`src/rtl/measurement_sequencer.sv`:
```
// -----------------------------------------------------------------------------
// measurement_sequencer
//
// Acquisition timing controller for the measurement path. Instead of
// producing a divided clock, it issues a one-cycle write strobe every
// cfg_rate+1 cycles. Each strobe targets one (sample slot, channel) pair.
// Channels are interleaved inside each slot. Capture is either single-shot
// or continuous (ring). Capture can optionally wait for a hardware trigger
// edge, and it can be aborted at any time.
//
// State table:
//   state   | meaning
//   --------+---------------------------------------------------------------
//   S_IDLE  | waiting for start; counters cleared; latched cfg retained
//   S_ARMED | capture accepted, waiting for a rising edge on trigger
//   S_ACQ   | strobing; rate_cnt paces strobes, addr/chan walk the buffer
//   S_DONE  | single-shot capture finished; ready high; waiting for start
//
// Ports:
//   aclk, areset    clock, asynchronous active-high reset
//   cfg_rate        divide ratio minus one (latched on accepted start)
//   cfg_nr          last sample index (latched on accepted start)
//   cfg_continuous  0 = single-shot, 1 = ring (latched on accepted start)
//   cfg_trig_en     wait for a trigger edge after start (latched)
//   start           level; acted on only in IDLE or DONE
//   abort           return to IDLE from any state; wins over start
//   trigger         synchronous trigger; rising edge starts ARMED capture
//   wr_en           one-cycle write strobe
//   wr_addr/wr_chan sample slot and channel for the current strobe
//   busy / ready    ARMED or ACQ / DONE
//   wrap_count      completed ring passes, saturating
//   status          {ready, busy, armed, continuous_q, ..., wr_addr}
// -----------------------------------------------------------------------------
module measurement_sequencer #(
    parameter int RATE_WIDTH   = 16,
    parameter int NR_WIDTH     = 10,
    parameter int NUM_CHANNELS = 1,
    parameter int CH_WIDTH     = (NUM_CHANNELS > 1) ? $clog2(NUM_CHANNELS) : 1
) (
    input  logic                  aclk,
    input  logic                  areset,
    input  logic [RATE_WIDTH-1:0] cfg_rate,
    input  logic [NR_WIDTH-1:0]   cfg_nr,
    input  logic                  cfg_continuous,
    input  logic                  cfg_trig_en,
    input  logic                  start,
    input  logic                  abort,
    input  logic                  trigger,
    output logic                  wr_en,
    output logic [NR_WIDTH-1:0]   wr_addr,
    output logic [CH_WIDTH-1:0]   wr_chan,
    output logic                  busy,
    output logic                  ready,
    output logic [15:0]           wrap_count,
    output logic [31:0]           status
);

    typedef enum logic [1:0] {
        S_IDLE  = 2'd0,
        S_ARMED = 2'd1,
        S_ACQ   = 2'd2,
        S_DONE  = 2'd3
    } state_t;

    localparam logic [CH_WIDTH-1:0] LAST_CH = CH_WIDTH'(NUM_CHANNELS - 1);

    state_t                state_q,    state_d;
    logic [RATE_WIDTH-1:0] rate_q,     rate_d;
    logic [NR_WIDTH-1:0]   nr_q,       nr_d;
    logic                  cont_q,     cont_d;
    logic                  trig_en_q,  trig_en_d;
    logic [RATE_WIDTH-1:0] rate_cnt_q, rate_cnt_d;
    logic [NR_WIDTH-1:0]   addr_q,     addr_d;
    logic [CH_WIDTH-1:0]   chan_q,     chan_d;
    logic [15:0]           wrap_q,     wrap_d;
    logic                  trig_prev_q;
    logic                  strobe;
    logic                  trig_edge;

    // Strobe is decoded from registered state only, so no input reaches an
    // output combinationally. An abort takes effect on the next cycle, which
    // is IDLE and therefore never strobes.
    assign strobe    = (state_q == S_ACQ) && (rate_cnt_q == '0);
    assign trig_edge = trigger && !trig_prev_q;

    always_ff @(posedge aclk or posedge areset) begin
        if (areset) begin
            state_q     <= S_IDLE;
            rate_q      <= '0;
            nr_q        <= '0;
            cont_q      <= 1'b0;
            trig_en_q   <= 1'b0;
            rate_cnt_q  <= '0;
            addr_q      <= '0;
            chan_q      <= '0;
            wrap_q      <= '0;
            trig_prev_q <= 1'b0;
        end else begin
            state_q     <= state_d;
            rate_q      <= rate_d;
            nr_q        <= nr_d;
            cont_q      <= cont_d;
            trig_en_q   <= trig_en_d;
            rate_cnt_q  <= rate_cnt_d;
            addr_q      <= addr_d;
            chan_q      <= chan_d;
            wrap_q      <= wrap_d;
            // The edge detector always tracks trigger. A level that is
            // already high on entry to ARMED therefore never counts as an edge.
            trig_prev_q <= trigger;
        end
    end

    always_comb begin
        state_d    = state_q;
        rate_d     = rate_q;
        nr_d       = nr_q;
        cont_d     = cont_q;
        trig_en_d  = trig_en_q;
        rate_cnt_d = rate_cnt_q;
        addr_d     = addr_q;
        chan_d     = chan_q;
        wrap_d     = wrap_q;

        case (state_q)
            S_IDLE, S_DONE: begin
                if (start) begin
                    rate_d     = cfg_rate;
                    nr_d       = cfg_nr;
                    cont_d     = cfg_continuous;
                    trig_en_d  = cfg_trig_en;
                    rate_cnt_d = '0;
                    addr_d     = '0;
                    chan_d     = '0;
                    wrap_d     = '0;
                    state_d    = cfg_trig_en ? S_ARMED : S_ACQ;
                end
            end

            S_ARMED: begin
                if (trig_edge) begin
                    state_d = S_ACQ;
                end
            end

            S_ACQ: begin
                rate_cnt_d = (rate_cnt_q == rate_q) ? '0 : rate_cnt_q + 1'b1;
                if (strobe) begin
                    if (chan_q != LAST_CH) begin
                        chan_d = chan_q + 1'b1;
                    end else if (addr_q != nr_q) begin
                        chan_d = '0;
                        addr_d = addr_q + 1'b1;
                    end else if (cont_q) begin
                        chan_d = '0;
                        addr_d = '0;
                        if (wrap_q != 16'hFFFF) begin
                            wrap_d = wrap_q + 16'd1;
                        end
                    end else begin
                        // Single-shot: the final slot stays visible on
                        // wr_addr while the sequencer waits in DONE.
                        state_d = S_DONE;
                    end
                end
            end

            default: state_d = S_IDLE;
        endcase

        // Abort overrides everything above, including a start in the same
        // cycle. The configuration latched by the last accepted start is kept.
        if (abort) begin
            state_d    = S_IDLE;
            rate_d     = rate_q;
            nr_d       = nr_q;
            cont_d     = cont_q;
            trig_en_d  = trig_en_q;
            rate_cnt_d = '0;
            addr_d     = '0;
            chan_d     = '0;
            wrap_d     = '0;
        end
    end

    assign wr_en      = strobe;
    assign wr_addr    = addr_q;
    assign wr_chan    = chan_q;
    assign busy       = (state_q == S_ARMED) || (state_q == S_ACQ);
    assign ready      = (state_q == S_DONE);
    assign wrap_count = wrap_q;

    always_comb begin
        status               = '0;
        status[31]           = ready;
        status[30]           = busy;
        status[29]           = (state_q == S_ARMED);
        status[28]           = cont_q;
        status[NR_WIDTH-1:0] = addr_q;
    end

endmodule
```
`config.mk`:
```
export PLATFORM = sky130hd
export DESIGN_NAME = measurement_sequencer
export DESIGN_NICKNAME = d
export VERILOG_FILES = /design/src/rtl/measurement_sequencer.sv
export SDC_FILE = /design/constraint.sdc
export NUM_CORES = 1
export LEC_CHECK = 0
export ABC_AREA = 1
export CORE_MARGIN = 3
export CORE_UTILIZATION = 52
export DETAILED_ROUTE_END_ITERATION = 8
export GPL_ROUTABILITY_DRIVEN = 1
export GPL_TIMING_DRIVEN = 0
export PLACE_DENSITY = 0.81
export SLEW_MARGIN = 20
export SYNTH_ARGS = -nofsm -noshare
export SYNTH_HDL_FRONTEND = slang
export SYNTH_SLANG_ARGS = --single-unit
```
`constraint.sdc`:
```
create_clock -name aclk -period 2.9 [get_ports aclk]
set_input_delay 0.435 -clock aclk [delete_from_list [all_inputs] [get_ports aclk]]
set_output_delay 0.435 -clock aclk [all_outputs]
set_load 0.02 [all_outputs]
```
Word-level counts from Yosys, hierarchy flattened
Cells that the tools add are included.

Input bits: 33. Word-level logic and storage cells: 75. Bits in registers: 73. Output and inout port bits: 62.

$add $sub $neg: 4. Muxes and demuxes: 32. Reductions and logical operators: 14. Equality and inequality tests: 15. Bitwise gates (word level): 1.

Operators with widths (count): 16-bit two-way mux (9); 16-bit one-hot mux with 2 select lines (2); 10-bit two-way mux (6); 16-bit by 1-bit adder with 16-bit output (second input constant) (2); 10-bit one-hot mux with 2 select lines (1); 3-bit != test (second input constant) (6); 16-bit == test (1); 16-bit zero test (1); 2-bit two-way mux (8); 16-bit != test (second input constant) (1); 10-bit by 1-bit adder with 10-bit output (second input constant) (1); 10-bit != test (1); 7-bit AND reduction (1); 3-bit by 2-bit != test with 1-bit output (second input constant) (2); 2-bit one-hot mux with 3 select lines (1); 3-bit AND reduction (2); 6-bit AND reduction (1); 5-bit AND reduction (1); 2-bit == test (second input constant) (2); 1-bit two-way mux (4); 4-bit by 3-bit != test with 1-bit output (second input constant) (1); 3-bit nonzero test (1); 2-bit by 1-bit == test with 1-bit output (second input constant) (1); 1-bit logical AND (2); other kinds (8) (8).

Logic depth before layout (Yosys ltp)
Word-level depth: 8. Depth in mapped cells: 12. Depth with buffers taken out: 12.

Worst setup path before layout
OpenSTA, ideal clock, no wires.

Path kind: register to register. Start: register state_q[0]. End: register wrap_q[0] (netlist: wrap_count[0]). Cell stages (with the launch flop): 13. Path slack: 1.030 ns. Library setup time: 0.117 ns. Arrival: 1.753 ns. Cells stage by stage: dfrtp_1 -> inv_1 -> ha_1 -> inv_1 -> nand3_1 -> nand2_4 -> inv_4 -> nand2_2 -> nor2_1 -> nand3_4 -> buf_6 -> nand2_1 -> nand2_1.

Cells in the longest elaborated chain, start to end: 4. Elaborated cells on any way between the ends: 15. Classes of those cells: eq/ne (8); mux (2); reduce/logical (5).

Ends and longest elaborated chain: start, declared (RTL line 67) `state_t state_q, state_d;`; start signal, assigned (RTL line 99) `state_q <= state_d;`; 2-bit == test, or another cell as far along (RTL line 125) `case (state_q)`; 2-bit OR reduction or 1-bit logical AND (tied branches) (RTL line 125, 83); 3-bit != test (no line), or another cell as far along; 7-bit AND reduction (no line) or 16-bit two-way mux (tied branches); end signal, assigned (RTL line 107) `wrap_q <= wrap_d;`; end, declared (RTL line 75) `logic [15:0] wrap_q, wrap_d;`.

Parallel ways exist; a longest one is shown, timed or not. A chain may end at the register's enable or synchronous reset.

Worst setup path after layout
Start: register rate_cnt_q[0]. End: output port wr_en.

Cells in the longest elaborated chain, start to end: 2.

Ends and longest elaborated chain: start, declared (RTL line 72) `logic [RATE_WIDTH-1:0] rate_cnt_q, rate_cnt_d;`; start signal, assigned (RTL line 104) `rate_cnt_q <= rate_cnt_d;`; 16-bit zero test (RTL line 83) `assign strobe = (state_q == S_ACQ) && (rate_cnt_q == '0);`; 1-bit logical AND (RTL line 83); end, declared (RTL line 49) `output logic wr_en,`.

No other way between the ends.

==> impl_metrics.json <==
{
  "syn_to_final_growth_pct": 25.4,
  "synth_edf_count": 0,
  "dpl.hpwl_um": 8360,
  "ys_seq_elements": 72,
  "drive_above_1_share": 0.131,
  "clkTransAtPathRegs_ns": 0.09,
  "tns_ns": 0,
  "first_global_vias": 4129,
  "yosysSeqAreaShare": 0.385,
  "die_h_um": 101,
  "cp-startpoint": "rate_cnt_q[0]",
  "critPathRequiredTime_ns": 2.47,
  "post_cts_resized": 0,
  "drv_cap": 0,
  "max_slew_margin": 0.622,
  "vias": 4303,
  "cts_made_buffers": 9,
  "p_leak_nw": 2.89,
  "hold_violations": 0,
  "cts_sinks": 72,
  "finalPower_mw": 3.81,
  "place_congestion": 0.934,
  "ant_nets": 0,
  "async_flop_share": 1.00,
  "irDropWorstVdd_mv": 0.300,
  "finalHoldWorstSlack_ns": 0.427,
  "cts_tree": "done",
  "max_stage_delay_ns": 0.64,
  "gr-usage-all-layers": 0.233,
  "numPortBuffers": 74,
  "rows": 33,
  "cp-end-kind": "output port",
  "path_cells": "inv_1 > ha_1 > nand2_1 > nor2_1 > nand2_1 > nor2_1 > clkdlybuf4s50_1",
  "power_density_mw_per_mm2": 648,
  "fin_util": 0.694,
  "antenna_found_initial": 0,
  "grt_setup_unrepaired": "no",
  "diodes": 0,
  "finalCritPeriodShare": 0.886,
  "min_path_type": "input port to async pin",
  "reg2reg_depth": 12,
  "fp.dieW_um": 101,
  "cts_buffer_depth": 2,
  "finalWorstSetupSlack_ns": 0.331,
  "finalSetupViolCount": 0,
  "worstMarginPinSlew_ns": 0.568,
  "netlist_area_sq_mm": 0.00468,
  "h-tree-depth": 3,
  "timing.critical_path.buf_inv": 2,
  "fin_skew_ns": 0.0111,
  "drc": 0,
  "startpoint_type": "register",
  "ys.flop_type": "dfrtp_1",
  "syn_inst": 638,
  "cp.depth": 7,
  "worstSetupPathType": "register to output port",
  "cp_top_family": "buffers and inverters",
  "crit_path_end": "wr_en",
  "syn_avg_cell_area_sq_um": 7.34,
  "io_pins": 95,
  "dp_slack_ns": 0.722,
  "fmax_mhz": 389,
  "dr.pass1.iters": 5,
  "die_area_sq_mm": 0.0102,
  "wl_per_cell_um": 13.1,
  "drt-initial-drc-count": 225,
  "ys_warn_count": 0,
  "timing.rr.start": "state_q[0]",
  "wl_um": 11200,
  "reg2reg_setup_slack_ns": 0.80,
  "cp_slowest_cell": "clkdlybuf4s50_1",
  "finalMaxSlewViolations": 0,
  "cp.arrival_ns": 2.13,
  "core-area_sq_mm": 0.00846,
  "grt_max_degree": 46,
  "overflow": 0,
  "cts-root-buf": "clkbuf_8",
  "worstReg2RegEnd": "wrap_count[13]",
  "postCtsSetupBuffers": 0,
  "vias_per_cell": 5.05,
  "layout.nets": 782,
  "period_minus_slack_ns": 2.57,
  "grt_pass1_wl_um": 19100,
  "status": "finished, final reports clean",
  "clock_latency_ns": 0.35,
  "cp_max_fo": 4,
  "start_util": 0.553,
  "yosysUniqueCellTypes": 35,
  "holdBufCountCts": 0
}
-- sequential cells by signal, indices dropped and copies added, names as in the netlist --
| signal | count |
|---|---|
| cont_q | 1 |
| nr_q | 10 |
| rate_cnt_q | 16 |
| rate_q | 16 |
| state_q | 2 |
| trig_prev_q | 1 |
| wr_addr | 10 |
| wrap_count | 16 |
-- synthesized netlist by cell type, types with 2 or more instances --
library cell | count | area share
nand2_2 | 4 | 0.0053
buf_2 | 4 | 0.0043
inv_1 | 67 | 0.054
dfrtp_1 | 72 | 0.38
o21ai_1 | 9 | 0.0096
nand3_1 | 38 | 0.041
a21oi_1 | 13 | 0.014
o21bai_1 | 4 | 0.0064
xor2_1 | 28 | 0.052
o21ai_0 | 6 | 0.0064
nand4_1 | 21 | 0.028
nor2_2 | 3 | 0.0040
nor2_4 | 2 | 0.0048
xnor2_1 | 4 | 0.0075
clkbuf_1 | 5 | 0.0040
mux2_2 | 15 | 0.036
ha_1 | 7 | 0.019
nor3_1 | 3 | 0.0032
inv_2 | 6 | 0.0048
nand2_1 | 180 | 0.14
buf_6 | 4 | 0.0096
nor2_1 | 95 | 0.076
o211ai_1 | 2 | 0.0032
buf_4 | 34 | 0.054
clkinv_1 | 2 | 0.0016
-- stage by stage --
step	area [sq um]	std cells
2_1_floorplan	4750	656
3_3_place_gp	5620	835
3_5_place_dp	5650	836
4_1_cts	5870	852
5_1_grt	5870	852
6_report	5870	852
-- cell usage in the layout, fill, tap and decap left out, drive strengths merged --
cell	instances
and2	1
mux2	15
nand4	21
ha	7
inv	75
nor4	1
o21ai	15
clkinvlp	1
dfrtp	72
xnor2	4
nand2	185
o211ai	2
conb	19
clkbuf	14
o21bai	5
a21oi	14
clkdlybuf4s50	74
xor2	28
clkinv	5
nor3	4
nand3	40
bufinv	2
nor2	100
buf	43
-- worst min path at each step --
| stage | slack [ns] | cells after the start | to | startpoint |
|---|---|---|---|---|
| global route | 0.45 | 2 | rate_cnt_q[12] | areset |
| finish | 0.43 | 2 | rate_cnt_q[12] | areset |
| global placement | 0.51 | 1 | rate_q[7] | rate_q[7] |
| floorplan | 0.47 | 0 | trig_prev_q | trigger |
| detailed placement | 0.52 | 1 | rate_q[5] | rate_q[5] |
| CTS | 0.44 | 2 | rate_cnt_q[12] | areset |
-- routing by layer --
layer / share of wire / GRT usage / up-vias
li1: - / - / 2148
met1: 0.42 / 0.310 / 1963
met2: 0.49 / 0.388 / 175
met3: 0.074 / 0.0394 / 17
met4: 0.015 / 0.0746 / 0
met5: 0 / 0 / -
-- kinds of logic (layout without fill, tap and decap cells) --
family | count (synthesis) | count (layout) | share of synthesized area
AO/OA/AOI/OAI | 36 | 36 | 0.0454
XOR/XNOR | 32 | 32 | 0.0598
adder cells (fa/ha/maj) | 7 | 7 | 0.0187
buffers and inverters | 123 | 214 | 0.134
flip-flops | 72 | 72 | 0.385
multiplexers | 15 | 15 | 0.0361
other | 1 | 19 | 0.000801
AND/OR/NAND/NOR | 352 | 352 | 0.321
-- power breakdown --
group / internal (mW) / switching, mW / total (mW)
Sequential: 1.22 / 0.176 / 1.40
Clock: 0.486 / 0.399 / 0.885
Combinational: 0.625 / 0.896 / 1.52
-- final cells by class --
| class | count | area (sq um) |
|---|---|---|
| clock inverter | 7 | 95.1 |
| timing repair buffer | 75 | 768 |
| sequential | 72 | 1800 |
| clock buffer | 9 | 124 |
| buffer | 47 | 339 |
| inverter | 76 | 290 |
| tap | 105 | 131 |
| fill | 713 | 2590 |
| multi-input combinational | 461 | 2320 |
(Power assumes the default switching activity.)
